<file path="src/rtl/fetch_exec_ctrl_if.sv">
// fetch_exec_ctrl_if
//   Groups the controller's program-ROM, ALU, I/O and status signals
//   into one bundle. Clock and reset stay outside as plain ports.
//
//   master : the fetch/execute controller
//   slave  : the surrounding ROM, ALU and I/O logic
//
//   run        ctrl <- env   1 = advance, 0 = hold all state
//   prog_byte  ctrl <- env   program ROM data at address pc
//   pc         ctrl -> env   program counter / ROM address
//   alu_sel    ctrl -> env   ALU operation select
//   alu_a      ctrl -> env   ALU operand A (accumulator)
//   alu_b      ctrl -> env   ALU operand B
//   alu_y      ctrl <- env   ALU result
//   alu_c      ctrl <- env   ALU carry/borrow
//   alu_zero   ctrl <- env   ALU zero flag
//   data_in    ctrl <- env   input port
//   data_out   ctrl -> env   output port register
//   out_we     ctrl -> env   one-cycle strobe, data_out updated
//   acc        ctrl -> env   accumulator
//   flag_c     ctrl -> env   carry flag
//   flag_z     ctrl -> env   zero flag
//   state      ctrl -> env   FETCH=00, EXEC=01, ADDR=10
interface fetch_exec_ctrl_if;
  logic        run;
  logic [7:0]  prog_byte;
  logic [11:0] pc;
  logic [2:0]  alu_sel;
  logic [3:0]  alu_a;
  logic [3:0]  alu_b;
  logic [3:0]  alu_y;
  logic        alu_c;
  logic        alu_zero;
  logic [3:0]  data_in;
  logic [3:0]  data_out;
  logic        out_we;
  logic [3:0]  acc;
  logic        flag_c;
  logic        flag_z;
  logic [1:0]  state;

  modport master (
    input  run, prog_byte, alu_y, alu_c, alu_zero, data_in,
    output pc, alu_sel, alu_a, alu_b, data_out, out_we, acc, flag_c, flag_z, state
  );

  modport slave (
    output run, prog_byte, alu_y, alu_c, alu_zero, data_in,
    input  pc, alu_sel, alu_a, alu_b, data_out, out_we, acc, flag_c, flag_z, state
  );
endinterface

</file>
<file path="src/rtl/fetch_exec_ctrl.sv">
// fetch_exec_ctrl
//   Fetch/execute sequencer for a 4-bit accumulator machine with an
//   8-bit instruction byte and a 12-bit program address. One-byte
//   instructions take FETCH+EXEC; jumps take FETCH+ADDR, where the
//   second ROM byte supplies the low eight target bits.
//
//   clk    in  system clock, rising edge
//   rst_n  in  asynchronous reset, active-low
//   bus    master side of fetch_exec_ctrl_if (ROM, ALU, I/O, status)
module fetch_exec_ctrl (
  input  logic               clk,
  input  logic               rst_n,
  fetch_exec_ctrl_if.master  bus
);

  typedef enum logic [1:0] {
    FETCH = 2'b00,
    EXEC  = 2'b01,
    ADDR  = 2'b10
  } state_t;

  localparam logic [2:0] SEL_NONE = 3'b000;
  localparam logic [2:0] SEL_SUB  = 3'b001;
  localparam logic [2:0] SEL_PASS = 3'b010;
  localparam logic [2:0] SEL_ADD  = 3'b011;
  localparam logic [2:0] SEL_NAND = 3'b100;

  state_t      st;
  logic [7:0]  ir;
  logic [11:0] pc_q;
  logic [3:0]  acc_q;
  logic        c_q;
  logic        z_q;
  logic [3:0]  dout_q;
  logic        we_q;

  logic [3:0]  opcode;
  logic [3:0]  imm;
  logic [2:0]  sel_d;
  logic [3:0]  b_d;
  logic        take_jump;
  logic        is_jump_byte;

  assign opcode = ir[7:4];
  assign imm    = ir[3:0];

  // Opcodes 8..C carry a second address byte and go through ADDR.
  assign is_jump_byte = (bus.prog_byte[7:4] >= 4'h8) && (bus.prog_byte[7:4] <= 4'hC);

  // ALU operation decode. The ALU is combinational outside this block,
  // so its result must be valid during EXEC for the closing-edge write;
  // outside EXEC the select is parked at 000.
  always_comb begin
    sel_d = SEL_NONE;
    b_d   = imm;
    if (opcode == 4'h6) begin
      b_d = bus.data_in;
    end
    if (st == EXEC) begin
      case (opcode)
        4'h1:    sel_d = SEL_PASS;
        4'h2:    sel_d = SEL_ADD;
        4'h3:    sel_d = SEL_SUB;
        4'h4:    sel_d = SEL_SUB;
        4'h5:    sel_d = SEL_NAND;
        4'h6:    sel_d = SEL_PASS;
        default: sel_d = SEL_NONE;
      endcase
    end
  end

  // Jump condition, evaluated from the flags as they stood before ADDR.
  always_comb begin
    take_jump = 1'b0;
    case (opcode)
      4'h8:    take_jump = 1'b1;
      4'h9:    take_jump = c_q;
      4'hA:    take_jump = z_q;
      4'hB:    take_jump = ~c_q;
      4'hC:    take_jump = ~z_q;
      default: take_jump = 1'b0;
    endcase
  end

  // Sequencer and architectural state. run=0 freezes everything but
  // still lets the out_we strobe fall.
  always_ff @(posedge clk or negedge rst_n) begin
    if (!rst_n) begin
      st     <= FETCH;
      ir     <= 8'h00;
      pc_q   <= 12'h000;
      acc_q  <= 4'h0;
      c_q    <= 1'b0;
      z_q    <= 1'b0;
      dout_q <= 4'h0;
      we_q   <= 1'b0;
    end else if (!bus.run) begin
      we_q <= 1'b0;
    end else begin
      we_q <= 1'b0;
      case (st)
        FETCH: begin
          ir   <= bus.prog_byte;
          pc_q <= pc_q + 12'd1;
          st   <= is_jump_byte ? ADDR : EXEC;
        end
        EXEC: begin
          case (opcode)
            4'h1, 4'h5, 4'h6: begin
              acc_q <= bus.alu_y;
              z_q   <= bus.alu_zero;
            end
            4'h2, 4'h3: begin
              acc_q <= bus.alu_y;
              c_q   <= bus.alu_c;
              z_q   <= bus.alu_zero;
            end
            4'h4: begin
              c_q <= bus.alu_c;
              z_q <= bus.alu_zero;
            end
            4'h7: begin
              dout_q <= acc_q;
              we_q   <= 1'b1;
            end
            default: begin
            end
          endcase
          st <= FETCH;
        end
        ADDR: begin
          pc_q <= take_jump ? {ir[3:0], bus.prog_byte} : (pc_q + 12'd1);
          st   <= FETCH;
        end
        default: st <= FETCH;
      endcase
    end
  end

  assign bus.pc       = pc_q;
  assign bus.alu_sel  = sel_d;
  assign bus.alu_a    = acc_q;
  assign bus.alu_b    = b_d;
  assign bus.data_out = dout_q;
  assign bus.out_we   = we_q;
  assign bus.acc      = acc_q;
  assign bus.flag_c   = c_q;
  assign bus.flag_z   = z_q;
  assign bus.state    = st;

endmodule

</file>
<file path="src/flat_wrapper.sv">
// flat-port wrapper written by rule: the top's interface ports become plain ports
module fetch_exec_ctrl_flat 
  (clk, rst_n, bus_run, bus_prog_byte, bus_alu_y, bus_alu_c, bus_alu_zero, bus_data_in, bus_pc, bus_alu_sel, bus_alu_a, bus_alu_b, bus_data_out, bus_out_we, bus_acc, bus_flag_c, bus_flag_z, bus_state);
  fetch_exec_ctrl_if bus_i ();
  input  logic clk;
  input  logic rst_n;
  input wire logic [$bits(bus_i.run)-1:0] bus_run;
  input wire logic [$bits(bus_i.prog_byte)-1:0] bus_prog_byte;
  input wire logic [$bits(bus_i.alu_y)-1:0] bus_alu_y;
  input wire logic [$bits(bus_i.alu_c)-1:0] bus_alu_c;
  input wire logic [$bits(bus_i.alu_zero)-1:0] bus_alu_zero;
  input wire logic [$bits(bus_i.data_in)-1:0] bus_data_in;
  output wire logic [$bits(bus_i.pc)-1:0] bus_pc;
  output wire logic [$bits(bus_i.alu_sel)-1:0] bus_alu_sel;
  output wire logic [$bits(bus_i.alu_a)-1:0] bus_alu_a;
  output wire logic [$bits(bus_i.alu_b)-1:0] bus_alu_b;
  output wire logic [$bits(bus_i.data_out)-1:0] bus_data_out;
  output wire logic [$bits(bus_i.out_we)-1:0] bus_out_we;
  output wire logic [$bits(bus_i.acc)-1:0] bus_acc;
  output wire logic [$bits(bus_i.flag_c)-1:0] bus_flag_c;
  output wire logic [$bits(bus_i.flag_z)-1:0] bus_flag_z;
  output wire logic [$bits(bus_i.state)-1:0] bus_state;
  assign bus_i.run = bus_run;
  assign bus_i.prog_byte = bus_prog_byte;
  assign bus_i.alu_y = bus_alu_y;
  assign bus_i.alu_c = bus_alu_c;
  assign bus_i.alu_zero = bus_alu_zero;
  assign bus_i.data_in = bus_data_in;
  assign bus_pc = bus_i.pc;
  assign bus_alu_sel = bus_i.alu_sel;
  assign bus_alu_a = bus_i.alu_a;
  assign bus_alu_b = bus_i.alu_b;
  assign bus_data_out = bus_i.data_out;
  assign bus_out_we = bus_i.out_we;
  assign bus_acc = bus_i.acc;
  assign bus_flag_c = bus_i.flag_c;
  assign bus_flag_z = bus_i.flag_z;
  assign bus_state = bus_i.state;
  fetch_exec_ctrl u_core (.clk(clk), .rst_n(rst_n), .bus(bus_i));
endmodule
</file>
<file path="config.mk">
export PLATFORM = sky130hd
export DESIGN_NAME = fetch_exec_ctrl_flat
export DESIGN_NICKNAME = d
export VERILOG_FILES = /design/src/rtl/fetch_exec_ctrl_if.sv /design/src/rtl/fetch_exec_ctrl.sv /design/src/flat_wrapper.sv
export SDC_FILE = /design/constraint.sdc
export NUM_CORES = 1
export LEC_CHECK = 0
export ABC_AREA = 0
export ABC_CLOCK_PERIOD_IN_PS = 1800
export CORE_MARGIN = 2
export CORE_UTILIZATION = 47
export DETAILED_ROUTE_END_ITERATION = 8
export PLACE_DENSITY = 0.8
export SLEW_MARGIN = 30
export SYNTH_ARGS = -nofsm -noshare
export SYNTH_HDL_FRONTEND = slang
export SYNTH_SLANG_ARGS = --single-unit
</file>
<file path="constraint.sdc">
create_clock -name clk -period 1.8 [get_ports clk]
set_input_delay 0.36 -clock clk [delete_from_list [all_inputs] [get_ports clk]]
set_output_delay 0.36 -clock clk [all_outputs]
set_load 0.05 [all_outputs]
</file>
== Yosys cells after proc, flatten, opt, wreduce, memory -nomap -nowiden ==
Index checks and enable logic that the tools add are counted.

* Muxes and demuxes: 11
* Bitwise gates (word level): 2
* Equality and inequality tests: 14
* Magnitude comparators: 2
* Add/sub/neg operators: 1
* Reduce and logical (&&, ||, !) cells: 14

{| class="wikitable"
|+ Operators by type and width
! cell !! number
|-
| $pmux W12 S2 || 1
|-
| $eq A4 B4 Y1 const B || 5
|-
| $eq A4 B3 Y1 const B || 4
|-
| $add A12 B1 Y12 const B || 1
|-
| $mux W12 || 1
|-
| $pmux W3 S4 || 1
|-
| $reduce_and A3 Y1 || 4
|-
| $eq A4 B2 Y1 const B || 2
|-
| $reduce_or A6 Y1 || 1
|-
| $pmux W1 S5 || 1
|-
| $reduce_or A5 Y1 || 1
|-
| $eq A4 B1 Y1 const B || 1
|-
| $ge A4 B4 Y1 const B || 1
|-
| $le A4 B4 Y1 const B || 1
|-
| $mux W2 || 2
|-
| $mux W4 || 1
|-
| $reduce_and A2 Y1 || 2
|-
| $reduce_or A2 Y1 || 2
|-
| $mux W1 || 3
|-
| $mux W3 || 1
|-
| $reduce_or A3 Y1 || 1
|-
| $eq A2 B1 Y1 const B || 1
|-
| $eq A2 B2 Y1 const B || 1
|-
| $logic_not A2 Y1 || 1
|-
| 3 further kinds || 4
|}

* Output and inout port bits: 36
* Flip-flop bits (word level): 33
* Logic and storage cells: 52

== Logic depth before layout (Yosys ltp) ==
* Word-level depth: 4
* Gate-level depth with buffers: 6
* Mapped depth without buffers: 5

== Least setup slack after synthesis ==
OpenSTA, ideal clock, no wires.

* Path type: reg-to-output
* Start point: register u_core.st[0] (netlist: u_core.bus.state[0])
* End point: output bus_alu_sel[2]
* Slack: -0.518 ns
* Stages on the path, launching flop included: 3
* Data arrival time: 1.958 ns
* Cells stage by stage: dfrtp_1 > nand2_1 > nor3_1

* Word-level cells in the longest chain between the ends: 2

{| class="wikitable"
|+ Ends and longest elaborated chain
! what !! line !! RTL
|-
| from (decl) || fetch_exec_ctrl.sv:28 || <nowiki>state_t st;</nowiki>
|-
| from (signal assigned) || fetch_exec_ctrl.sv:105 || <nowiki>st <= is_jump_byte ? ADDR : EXEC;</nowiki>
|-
| $eq A2 B1 Y1 || fetch_exec_ctrl.sv:59 || <nowiki>if (st == EXEC) begin</nowiki>
|-
| $mux W3 || fetch_exec_ctrl.sv:59 ||
|-
| to (decl) || flat_wrapper.sv:14 || <nowiki>output wire logic [$bits(bus_i.alu_sel)-1:0] bus_alu_sel;</nowiki>
|}

Every way passes these cells.

== Worst setup path after layout ==
* Start point: register u_core.ir[7]
* End point: output bus_alu_b[0]

* Word-level cells in the longest chain between the ends: 2

{| class="wikitable"
|+ Ends and longest elaborated chain
! what !! line !! RTL
|-
| from (decl) || fetch_exec_ctrl.sv:29 || <nowiki>logic [7:0] ir;</nowiki>
|-
| from (signal assigned) || fetch_exec_ctrl.sv:103 || <nowiki>ir <= bus.prog_byte;</nowiki>
|-
| $eq A4 B3 Y1 || fetch_exec_ctrl.sv:56 || <nowiki>if (opcode == 4'h6) begin</nowiki>
|-
| $mux W4 || fetch_exec_ctrl.sv:56 ||
|-
| to (decl) || flat_wrapper.sv:16 || <nowiki>output wire logic [$bits(bus_i.alu_b)-1:0] bus_alu_b;</nowiki>
|}

Every way passes these cells.

==> results.ini <==
[power_and_ir_drop]
power_leakage_nw = 1.31
p_total_w = 0.00491
ir_drop_mv = 0.902
powerDensity_mw_per_mm2 = 1640

[worst_setup_path]
path_max_fanout = 4
worstSetupStartpointType = flip-flop
r2r_start = u_core.ir[6]
required_ps = 1440
critPathArrivalTime_ps = 1630
critPathKind = flip-flop to output port
r2r-end = u_core.bus.pc[0]
end_kind = output port
rr_worst_depth = 6
r2r_slack_ps = -60

[finish]
syn_to_final_growth_pct = 55.2
diodes = 0
most-common-layout-cells = buf_4 (58), dfrtp_1 (25), clkdlybuf4s50_1 (20)
utilization = 0.751
layout_commonest_cell = buf_4
drive_above_1_share = 0.426
nets = 298

[global_route]
grt_pass1_wl_um = 8940
grt_antenna_before_repair = 0
grt_max_degree = 34
grt.total_usage = 0.259
grt_pass1_vias = 1873
overflow = 0

[routing]
drt_iter0_drc = 155
drt_first_pass_iters = 5
totalWireLength_um = 5950
drc = 0
vias = 1961
wl_per_cell_um = 18.2
vias_per_cell = 6.00
ant_nets = 0

[yosys]
synthFlopType = dfrtp_1
synth_area_per_cell_sq_um = 10.0
async_reset_ff_frac = 1.00
ys_seq_area_frac = 0.429
syn_nets = 214
netlist_area_sq_mm = 0.00192
synth_edf_count = 0
ys_ff_latch = 33
ys_warn_count = 0
synthCells = 192
ys_types = 49

[floorplanning]
coreArea_sq_mm = 0.00397
fp.dieH_um = 68.0
num_rows = 23
initial_core_util = 0.484
ios = 57
dieArea_sq_mm = 0.00462
die_w_um = 68.0

[sta]
relSlewSlack = 0.668
finalSetupViolCount = 7
fmax_mhz = 503
finalHoldViolations = 0
maxSlewViolCount = 0
clock_skew_ps = 6.33
fin_crit_sh = 1.11
fin_ws_ps = -190
worst_slew_pin_slew_ps = 496
final.setup.tns_ps = -1010
rsz0062_at_grt = true
period_minus_slack_ps = 1990

[cts]
ctsRootBufferMaster = clkbuf_8
cts_tree = yes
clk_pin_slew_ps = 70
ctsLongestPathBuffers = 2
clock_latency_ps = 290
htreeDepth = 2
cts-buffers-inserted = 5
clock-sinks = 33

[place]
gp_congestion = 0.834
port_buffers = 56
dpl.hpwl_um = 3920

[run]
maxCapViolCount = 0

[outcome]
violations = negative setup slack
status = finished, violations left

[worst_hold_path]
hold_path_class = primary input to asynchronous set/reset pin

layer usage:
| metal | share of wire | GRT usage | wire (um) | up-vias |
|---|---|---|---|---|
| met3 | 0.062 | 0.0510 | 370 | 24 |
| met1 | 0.40 | 0.328 | 2360 | 943 |
| li1 | - | - | - | 901 |
| met4 | 0.026 | 0.0825 | 154 | 0 |
| met2 | 0.52 | 0.445 | 3070 | 93 |
| met5 | 0 | 0 | 0 | - |
final cells by class:
| class | instances | area, sq um |
|---|---|---|
| clock buffer | 7 | 96.3 |
| multi-input combinational | 138 | 1120 |
| inverter | 6 | 22.5 |
| timing repair buffer | 92 | 842 |
| clock inverter | 1 | 5.00 |
| tap | 50 | 62.6 |
| sequential | 33 | 836 |
| fill | 291 | 987 |
metrics by stage:
stage | std cells | setup WS (ps) | instance area [sq um] | hold slack [ps]
after detailed placement | 306 | -189 | 2600 | 479
after CTS | 323 | -179 | 2860 | 483
after global routing | 327 | -237 | 2980 | 513
after floorplan | 192 | -138 | 1940 | 64.4
final | 327 | -190 | 2980 | 476
after global placement | 306 | -26.8 | 2600 | 474
synthesized netlist by cell type (all sizes together) (2+ instances only):
cell	number	share of area
dfrtp	33	0.43
a221oi	2	0.0091
o31ai	3	0.012
a31oi	3	0.0098
nor4	5	0.024
nand3b	2	0.0078
nor2	14	0.027
mux2	20	0.12
o2111ai	2	0.0091
o22ai	4	0.013
and4	2	0.0091
o211ai	4	0.016
and3	7	0.023
nand2	17	0.037
nand3	5	0.013
a21oi	2	0.0052
clkbuf	6	0.012
a311o	2	0.010
nand4	5	0.016
nor3	5	0.013
a41oi	2	0.0091
o21ai	7	0.018
buf	9	0.038
nand2b	5	0.016
inv	5	0.0098
a2111oi	2	0.012
nor2b	2	0.0065
a211oi	4	0.016
flip-flops by register name (all words and copies together), names as in the netlist:
name,cells
u_core.bus.acc,4
u_core.bus.pc,12
u_core.bus.flag_c,1
u_core.bus.data_out,4
u_core.bus.flag_z,1
u_core.ir,8
u_core.bus.state,2
u_core.bus.out_we,1
cells by family after synthesis:
kind of cell    after synthesis  share of synthesized area
compound gates               45                      0.179
buf+inv                      21                     0.0618
mux                          20                      0.117
flops                        33                      0.429
simple gates                 72                      0.206
fa+ha+maj                     1                    0.00651
power breakdown:
group / leakage (nW) / switching, W / internal (W)
sequential: 0.381 / 0.000280 / 0.000979
clock: 0.0542 / 0.000281 / 0.000346
combinational: 0.870 / 0.00180 / 0.00122
critical path, cell delays in order (launching register included):
cell and delay [ps]:
dfrtp_1 380, nand2b_4 150, nor3_4 190, buf_6 150, mux2_4 310, buf_8 150
worst max-delay path by stage:
| stage | startpoint | endpoint | slack [ps] |
|---|---|---|---|
| 2_1_floorplan | u_core.ir[6] | bus_alu_sel[0] | -140 |
| 3_3_place_gp | u_core.ir[4] | bus_alu_b[2] | -30 |
| 3_5_place_dp | bus_run | u_core.bus.acc[3] | -190 |
| 4_1_cts | u_core.ir[7] | bus_alu_b[1] | -180 |
| 5_1_grt | u_core.ir[7] | bus_alu_b[2] | -240 |
| 6_report | u_core.ir[7] | bus_alu_b[0] | -190 |
repair_timing:
item	in CTS	in global routing
setup buffers	9	6
pin swaps	5	7
endpoints found under the setup margin	7	14
hold buffers	0	0
gates resized for setup	23	17
Note: power is estimated with default switching activity, not from simulation.
